$ cat config.mk
export PLATFORM = sky130hd
export DESIGN_NAME = pc_gen
export DESIGN_NICKNAME = d
export VERILOG_FILES = /design/src/rtl/pc_pkg.sv /design/src/rtl/pc_gen.sv
export SDC_FILE = /design/constraint.sdc
export NUM_CORES = 1
export LEC_CHECK = 0
export ABC_CLOCK_PERIOD_IN_PS = 2900
export CAP_MARGIN = 0
export CORE_MARGIN = 5
export CORE_UTILIZATION = 27
export DETAILED_ROUTE_END_ITERATION = 7
export GPL_TIMING_DRIVEN = 0
export PLACE_DENSITY_LB_ADDON = 0.3
export REMOVE_ABC_BUFFERS = 1
export SYNTH_ARGS = -nofsm -noshare
export SYNTH_HDL_FRONTEND = slang
export SYNTH_SLANG_ARGS = --single-unit
$ cat constraint.sdc
create_clock -name clk -period 2.9 [get_ports clk]
set_input_delay 0.29 -clock clk [delete_from_list [all_inputs] [get_ports clk]]
set_output_delay 0.29 -clock clk [all_outputs]
set_load 0.005 [all_outputs]
$ cat src/rtl/pc_pkg.sv
// Shared definitions for the program-counter generator.
//   pc_state_t    : control FSM states (BOOT, RUN, HALTED)
//   PC_STEP       : byte increment for sequential fetch
//   is_misaligned : alignment rule for a redirect target, from its low bits
package pc_pkg;

    typedef enum logic [1:0] {
        BOOT   = 2'd0,
        RUN    = 2'd1,
        HALTED = 2'd2
    } pc_state_t;

    localparam int PC_STEP = 4;

    // Only the two low address bits matter to either alignment rule.
    // IALIGN=16 tolerates bit 1, IALIGN=32 needs both bits clear.
    function automatic logic is_misaligned(input logic [1:0] addr_lo, input int ialign);
        return (ialign == 16) ? addr_lo[0] : (addr_lo != 2'b00);
    endfunction

endpackage

$ cat src/rtl/pc_gen.sv
// Program-counter generator at the head of the fetch stage.
// It presents a registered fetch address to instruction memory over a
// valid/ready handshake. Each cycle it takes one action, in priority order:
// trap vectoring, branch/jump redirect, halt, sequential advance. A redirect
// to a misaligned target is refused and reported. The block also counts
// accepted fetches.
//
// Ports
//   clk, rst_n      clock, asynchronous active-low reset
//   pc_ready        instruction memory accepts pc_out this cycle
//   redirect_i      branch/jump taken; target on redirect_pc_i
//   trap_i          trap/interrupt entry; vector base on trap_vec_i
//   halt_i, wake_i  enter / leave the halted state
//   pc_out          current fetch address (registered)
//   pc_valid        pc_out is a live fetch request
//   pc_misalign     one-cycle pulse for a refused misaligned redirect
//   bad_addr        last refused target
//   halted          block is in HALTED
//   fetch_count     accepted fetches, wraps modulo 2^CNT_W
module pc_gen
    import pc_pkg::*;
#(
    parameter int              XLEN         = 32,
    parameter logic [XLEN-1:0] RESET_VECTOR = '0,
    parameter int              IALIGN       = 32,
    parameter int              CNT_W        = 32
) (
    input  logic             clk,
    input  logic             rst_n,
    input  logic             pc_ready,
    input  logic             redirect_i,
    input  logic [XLEN-1:0]  redirect_pc_i,
    input  logic             trap_i,
    input  logic [XLEN-1:0]  trap_vec_i,
    input  logic             halt_i,
    input  logic             wake_i,
    output logic [XLEN-1:0]  pc_out,
    output logic             pc_valid,
    output logic             pc_misalign,
    output logic [XLEN-1:0]  bad_addr,
    output logic             halted,
    output logic [CNT_W-1:0] fetch_count
);

    pc_state_t        r_state;
    logic [XLEN-1:0]  r_pc;
    logic             r_valid;
    logic             r_misalign;
    logic [XLEN-1:0]  r_bad_addr;
    logic             r_halted;
    logic [CNT_W-1:0] r_count;

    pc_state_t        w_state_next;
    logic [XLEN-1:0]  w_pc_next;
    logic             w_valid_next;
    logic             w_misalign_next;
    logic [XLEN-1:0]  w_bad_addr_next;
    logic             w_halted_next;
    logic [CNT_W-1:0] w_count_next;

    logic             w_accept;
    logic             w_redir_mis;
    logic [XLEN-1:0]  w_trap_pc;

    // pc_valid is only ever high in RUN, so this is an accepted fetch in RUN.
    assign w_accept    = r_valid && pc_ready;
    assign w_redir_mis = is_misaligned(redirect_pc_i[1:0], IALIGN);
    // Trap vectors are always word aligned, whatever IALIGN is.
    assign w_trap_pc   = trap_vec_i & ~XLEN'(PC_STEP - 1);

    // State register and registered outputs.
    // NOTE: sequential state uses non-blocking assignments only, so every
    // register samples the pre-edge values regardless of statement order.
    always_ff @(posedge clk or negedge rst_n) begin
        if (!rst_n) begin
            r_state    <= BOOT;
            r_pc       <= RESET_VECTOR;
            r_valid    <= 1'b0;
            r_misalign <= 1'b0;
            r_bad_addr <= '0;
            r_halted   <= 1'b0;
            r_count    <= '0;
        end else begin
            r_state    <= w_state_next;
            r_pc       <= w_pc_next;
            r_valid    <= w_valid_next;
            r_misalign <= w_misalign_next;
            r_bad_addr <= w_bad_addr_next;
            r_halted   <= w_halted_next;
            r_count    <= w_count_next;
        end
    end

    // Next-state logic.
    // NOTE: each combinational block assigns a default to every output first,
    // so no path through the case/if tree can infer a latch.
    always_comb begin
        w_state_next = r_state;
        unique case (r_state)
            BOOT: w_state_next = RUN;
            RUN: begin
                // A trap or any redirect outranks halt, and RUN is kept.
                if (!trap_i && !redirect_i && halt_i)
                    w_state_next = HALTED;
            end
            HALTED: begin
                // A misaligned redirect is consumed and leaves the block halted.
                if (trap_i || (redirect_i && !w_redir_mis) || (!redirect_i && wake_i))
                    w_state_next = RUN;
            end
            default: w_state_next = BOOT;
        endcase
    end

    // Next values of the registered outputs.
    always_comb begin
        w_pc_next       = r_pc;
        w_bad_addr_next = r_bad_addr;
        w_misalign_next = 1'b0;
        // Accepted fetches are counted even when a trap, redirect or halt
        // overrides the advance in the same cycle.
        w_count_next    = w_accept ? r_count + CNT_W'(1) : r_count;
        w_valid_next    = (w_state_next == RUN);
        w_halted_next   = (w_state_next == HALTED);

        if (r_state != BOOT) begin
            if (trap_i) begin
                w_pc_next = w_trap_pc;
            end else if (redirect_i) begin
                if (w_redir_mis) begin
                    w_bad_addr_next = redirect_pc_i;
                    w_misalign_next = 1'b1;
                end else begin
                    w_pc_next = redirect_pc_i;
                end
            end else if ((r_state == RUN) && !halt_i && w_accept) begin
                w_pc_next = r_pc + XLEN'(PC_STEP);
            end
        end
    end

    assign pc_out      = r_pc;
    assign pc_valid    = r_valid;
    assign pc_misalign = r_misalign;
    assign bad_addr    = r_bad_addr;
    assign halted      = r_halted;
    assign fetch_count = r_count;

endmodule

==> impl_metrics.py, run 1 <==
metrics = {
    "detailed_routing": {
        "viasPerCell": 5.18,
        "routedWlPerCell_microns": 18.8,
        "ant_nets": 0,
        "drc_errors": 0,
        "num_vias": 4560,
        "drtPass1Iterations": 5,
        "drt_wl_total_mm": 16.6,
        "drtIter0Drc": 271,
    },
    "floorplanning": {
        "fp-row-count": 50,
        "start_util_pct": 27.3,
        "core_area_sq_mm": 0.0186,
        "die_x_microns": 147,
        "io_pins": 170,
        "die_area_sq_mm": 0.0216,
        "fp.dieH_microns": 147,
    },
    "run_status": {
        "status": "finished, final reports clean",
    },
    "timing": {
        "clock_skew_ps": 8.19,
        "finalSetupTns_ps": 0,
        "grt_setup_unrepaired": "false",
        "period_share_pct": 93.5,
        "slew_viol_final": 0,
        "fin_crit_ps": 2710,
        "clock.fmax_mhz": 369,
        "final-hold-violation-count": 0,
        "setup_violations": 0,
        "worst-slew-pin-transition_ps": 1180,
        "relSlewSlack_pct": 21.0,
    },
    "final_layout": {
        "nets": 715,
        "diodes": 0,
        "mostFrequentLayoutCells": "clkdlybuf4s50_1, dfrtp_1, mux2_2, nand2_1",
        "post-route-util_pct": 39.7,
        "layout_commonest_cell": "clkdlybuf4s50_1",
        "drive_gt1_share_pct": 11.6,
        "finalInstanceArea_sq_mm": 0.00738,
        "syn_to_final_growth_pct": 45.3,
        "final_cells": 880,
    },
    "critical_path": {
        "cp_max_fo": 17,
        "worst_path_max_delay_cell": "nor2_1",
        "cp-end-kind": "flop",
        "cpPeakStageDelay_ps": 1020,
        "critical-path-top-delay-family": "simple AND/OR/NAND/NOR gates",
        "start_kind": "input port",
        "arrival_ps": 2930,
        "cp_cell_sequence": "clkdlybuf4s50_1 -> nor2_1 -> a21oi_2 -> a32oi_1 -> o311ai_1",
        "worst-path-buf-inv": 1,
        "crit_type": "in -> reg",
        "crit_required_ps": 3120,
    },
    "grt": {
        "antenna_found_initial": 0,
        "grt_pass1_vias": 4702,
        "overflow": 0,
        "grt_use_total_pct": 15.3,
        "grt_pass1_wl_mm": 26.4,
        "grt_start_max_net_pins": 61,
    },
    "pwr": {
        "pwr-share-clk_pct": 22.1,
        "total_power_uw": 5960,
        "seqPwrFrac_pct": 40.6,
        "power_frac_comb_pct": 37.3,
        "p_int_uw": 4000,
        "swShare_pct": 32.8,
        "ir_drop_uv": 373,
        "power-per-cell-area_mw_per_mm2": 808,
        "leakagePower_uw": 0.00298,
        "p_switching_uw": 1960,
    },
    "clocking": {
        "cts_buffers": 9,
        "cts_tree": "built",
        "clkTransAtPathRegs_ps": 70,
        "max-clock-path-buffers": 2,
        "clk_latency_ps": 350,
        "cts_root_buf": "clkbuf_16",
        "clock_sinks": 101,
        "cts_max_level": 3,
    },
    "synthesis": {
        "synthArstFlopShare_pct": 100,
        "yosysSeqAreaShare_pct": 49.8,
        "synthFlopType": "dfrtp_1",
        "synth-edff-count": 0,
        "yosysUniqueCellTypes": 56,
        "avgSynthCellArea_sq_um": 10.5,
        "synthCells": 482,
        "syn_area_sq_mm": 0.00508,
        "ys_seq_elements": 101,
        "yosys_warnings": 0,
    },
    "min_path": {
        "hold_path_class": "reg -> reg",
    },
    "placement": {
        "io_buffers": 167,
        "gp_congestion": 0.802,
        "dp_hpwl_mm": 12.0,
        "placed_cells": 861,
        "placed_area_sq_mm": 0.00700,
    },
    "run": {
        "maxCapViolations": 0,
    },
}
==> power groups by stage <==
stage | sequential, uW | combinational, uW | clock (uW)
6_report | 2420 | 2220 | 1320
3_3_place_gp | 2400 | 2150 | 0
4_1_cts | 2420 | 2240 | 1350
5_1_grt | 2510 | 2420 | 1410
2_1_floorplan | 2390 | 794 | 0
3_5_place_dp | 2440 | 2200 | 0
==> path summary, 6_finish.rpt <==
check / to / depth (start not counted) / start / slack [ps]
hold / removal: fetch_count[31] / 1 / fetch_count[31] / 470
max in group asynchronous: pc_out[23] / 3 / rst_n / 1710
hold reg to reg: fetch_count[31] / 1 / fetch_count[31] / 470
setup reg to reg: pc_out[28] / 6 / pc_out[2] / 380
setup / recovery: pc_out[28] / 5 / redirect_i / 190
min in group asynchronous: fetch_count[7] / 2 / rst_n / 490
==> stage by stage <==
step / hold slack [ps] / setup WS (ps)
after floorplan: -5.59 / 352
after global placement: 458 / -2410
after detailed placement: 340 / -2080
after CTS: 474 / 116
after global routing: 492 / 27.7
final: 471 / 187
==> layer usage <==
layer | routed length [microns] | part of all wire (%) | vias to the layer above | GRT usage, %
met5 | 0 | 0 | - | 0
met4 | 210 | 1.3 | 0 | 4.75
met3 | 1250 | 7.6 | 16 | 4.97
met2 | 7830 | 47 | 180 | 24.0
met1 | 7270 | 44 | 2250 | 20.1
li1 | - | - | 2114 | -
==> state kept, by name (all words and copies together), names as in the netlist <==
| register | cells |
|---|---|
| fetch_count | 32 |
| halted | 1 |
| bad_addr | 32 |
| pc_valid | 1 |
| pc_misalign | 1 |
| pc_out | 32 |
| r_state | 2 |
==> final cells by class <==
cell class / count / area [sq um]
Clock buffer: 9 / 225
Multi-Input combinational cell: 346 / 2440
Timing Repair Buffer: 172 / 1760
Inverter: 12 / 45.0
Fill cell: 1798 / 11200
Sequential cell: 101 / 2530
Clock inverter: 6 / 86.3
Tap cell: 234 / 293
==> cells by family after synthesis <==
kind of cell | count (synthesis) | share of synthesized area [%]
xor+xnor | 31 | 5.50
fa+ha+maj | 2 | 0.493
compound gates | 126 | 16.7
simple gates | 151 | 16.9
buf+inv | 36 | 2.93
flops | 101 | 49.8
mux | 35 | 7.71
==> cells in the mapped netlist (all sizes together) (3+ instances only) <==
library cell	number	area, sq um
o2bb2ai	3	26.3
a2bb2oi	5	43.8
a22oi	7	52.6
o22a	4	35.0
xor2	13	114
nand4	19	140
a21oi	22	114
nand2	35	146
buf	11	55.1
clkbuf	13	48.8
a311oi	4	35.0
o21ai	36	184
and4	3	26.3
a31oi	6	37.5
o22ai	6	37.5
nor4	6	82.6
and2	6	37.5
nor3	14	90.1
inv	12	45.0
nor2	31	119
and3	7	43.8
mux2	33	372
xnor2	18	165
a22o	6	52.6
o211ai	4	30.0
a222oi	5	50.1
nand3	22	110
dfrtp	101	2530
==> worst reg2reg max path, stage by stage, from the launching register on <==
cell and delay, ps:
dfrtp_1 460, ha_1 250, nand3_1 230, nor3_2 690, and2_1 380, nand2_1 120
o311ai_1 300
==> repair_timing <==
item / in CTS / in global routing
setup endpoints to repair: 69 / 8
hold endpoints to repair: 41 / 0
hold buffers: 1 / 0
gates cloned: 1 / 0
resized for setup: 6 / 1
pin swaps: 1 / 2
buffers inserted: 1 / 1
No activity file was read; power rests on OpenSTA's default activity.
==> run 2, diff against run 1 <==
--- a/config.mk
+++ b/config.mk
@@ -13,6 +13,7 @@
 export GPL_TIMING_DRIVEN = 0
 export PLACE_DENSITY_LB_ADDON = 0.3
 export REMOVE_ABC_BUFFERS = 1
+export SETUP_SLACK_MARGIN = 0.5
 export SYNTH_ARGS = -nofsm -noshare
 export SYNTH_HDL_FRONTEND = slang
 export SYNTH_SLANG_ARGS = --single-unit
==> run 2 against run 1 <==
Combinational power increased by 3%. Utilization is 0.39 points higher. Global-route usage hardly changed. Die area unchanged. Routed wire length increased by 1.0%. Clock power about the same. Critical path depth grew 1. Sequential power is essentially flat. Critical path type is now reg -> reg. Power grew 1.1%. Maximum frequency rose by 20%. Largest cell class unchanged. Non-clock buffer count grew 4. Final cell count is 0.57% higher.
==> impl_metrics.py, run 2 (synthesized netlist as in run 1, its figures left out) <==
metrics = {
    "run_status": {
        "status": "finished, final reports clean",
    },
    "grt": {
        "grt_use_met2_pct": 24.1,
        "grt_pass1_vias": 4711,
        "use_met3_pct": 4.69,
        "antenna_found_initial": 0,
        "grt_use_total_pct": 15.3,
        "overflow": 0,
        "groute.layer.met1.usage_pct": 20.3,
        "gr-max-usage-layer": "met2",
        "grt_start_max_net_pins": 61,
        "grt_pass1_wl_mm": 26.5,
    },
    "placement": {
        "io_buffers": 167,
        "gp_congestion": 0.802,
        "dp_hpwl_mm": 12.0,
    },
    "critical_path": {
        "crit_type": "reg -> reg",
        "cpPeakStageDelay_ps": 460,
        "cp-end-kind": "flop",
        "cp_max_fo": 9,
        "worst_path_max_delay_cell": "dfrtp_1",
        "cp_cell_sequence": "ha_1 -> nand3_1 -> nor3_4 -> and2_1 -> nand2_1 -> o311ai_1",
        "critical-path-top-delay-family": "simple AND/OR/NAND/NOR gates",
        "r2r_slack_ps": 650,
        "arrival_ps": 2490,
        "crit_required_ps": 3140,
        "worst-path-buf-inv": 0,
        "start_kind": "flop",
    },
    "clocking": {
        "clk_latency_ps": 350,
        "clock_sinks": 101,
        "cts_root_buf": "clkbuf_16",
        "max-clock-path-buffers": 2,
        "cts_tree": "built",
        "cts_buffers": 9,
        "clkTransAtPathRegs_ps": 70,
        "cts_max_level": 3,
    },
    "min_path": {
        "hold_path_class": "reg -> reg",
    },
    "final_layout": {
        "syn_to_final_growth_pct": 46.8,
        "drive_gt1_share_pct": 12.6,
        "register_area_sq_mm": 0.00253,
        "multiInputGateArea_sq_mm": 0.00249,
        "mostFrequentLayoutCells": "clkdlybuf4s50_1, dfrtp_1, mux2_2, nand2_1, o21ai_0",
        "nets": 720,
        "fillers": 1790,
        "layout_commonest_cell": "clkdlybuf4s50_1",
        "diodes": 0,
    },
    "floorplanning": {
        "start_util_pct": 27.3,
        "die_area_sq_mm": 0.0216,
        "fp-row-count": 50,
        "fp.dieH_microns": 147,
        "io_pins": 170,
        "die_x_microns": 147,
        "core_area_sq_mm": 0.0186,
    },
    "detailed_routing": {
        "drc_errors": 0,
        "drt_wl_total_mm": 16.7,
        "num_vias": 4575,
        "routedWlPerCell_microns": 18.9,
        "ant_nets": 0,
        "viasPerCell": 5.17,
        "drtPass1Iterations": 5,
        "drtIter0Drc": 307,
    },
    "pwr": {
        "leakagePower_uw": 0.00303,
        "ir_drop_uv": 376,
        "power-per-cell-area_mw_per_mm2": 809,
    },
    "run": {
        "maxCapViolations": 0,
    },
    "timing": {
        "relSlewSlack_pct": 45.5,
        "grt_setup_unrepaired": "false",
        "clock_skew_ps": 8.68,
        "final-hold-violation-count": 0,
        "clock.fmax_mhz": 444,
        "holdWs_ps": 474,
        "period_share_pct": 77.7,
        "slew_viol_final": 0,
        "setup_violations": 0,
        "worst-slew-pin-transition_ps": 817,
        "fin_crit_ps": 2250,
        "finalSetupTns_ps": 0,
    },
}
## run 2: changes by cell type in the layout (fill, tap and decap cells not counted), sizes merged
cell	previous run	this run
a21oi	22	23
clkdlybuf4s15	1	0
clkdlybuf4s50	165	164
buf	5	10
dlymetal6s2s	0	1
## run 2: cell type report
| class | count | area share, % |
|---|---|---|
| Clock inverter | 6 | 1.16 |
| Multi-Input combinational cell | 347 | 33.4 |
| Inverter | 12 | 0.604 |
| Tap cell | 234 | 3.93 |
| Clock buffer | 9 | 3.02 |
| Sequential cell | 101 | 33.9 |
| Timing Repair Buffer | 176 | 24.0 |
## run 2: where the power goes
part	switching (uW)	internal, uW	total, uW	leakage (uW)
Sequential	536	1890	2430	0.00124
Clock	563	753	1320	0.000152
Combinational	894	1390	2280	0.00164
## run 2: per-stage QoR
stage / setup slack (ps) / util (%) / power [uW] / instances / area (sq um)
3_5_place_dp: -2080 / 37.7 / 4640 / 861 / 7000
3_3_place_gp: -2410 / 37.3 / 4550 / 859 / 6940
6_report: 647 / 40.1 / 6030 / 885 / 7450
2_1_floorplan: 352 / - / 3180 / 458 / 4970
4_1_cts: 517 / 39.9 / 6070 / 883 / 7420
5_1_grt: 519 / 40.1 / 6410 / 885 / 7450
## run 2: final timing paths
kind | startpoint | end | cells after the start
max | pc_out[2] | pc_out[28] | 6
min | fetch_count[31] | fetch_count[31] | 1
max reg2reg | pc_out[2] | pc_out[28] | 6
min reg2reg | fetch_count[31] | fetch_count[31] | 1
max in group asynchronous | rst_n | pc_out[23] | 3
min in group asynchronous | rst_n | fetch_count[7] | 2
## run 2: per-layer routing
metal	up-vias	routed length (microns)
li1	2123	-
met1	2256	7350
met2	177	7920
met3	19	1230
met4	0	222
met5	-	0
## run 2: worst reg2reg max path: stages (launching register included)
cell and delay, ps:
dfrtp_1 460, ha_1 250, nand3_1 250, nor3_4 450, and2_1 340, nand2_1 120
o311ai_1 270
## run 2: what timing repair did
action	in CTS	in global routing
setup endpoints to repair	69	51
endpoints found under the hold margin	41	0
resized for setup	11	5
cloned	1	1
buffers inserted	5	1
pin swaps	2	1
hold buffers	1	0
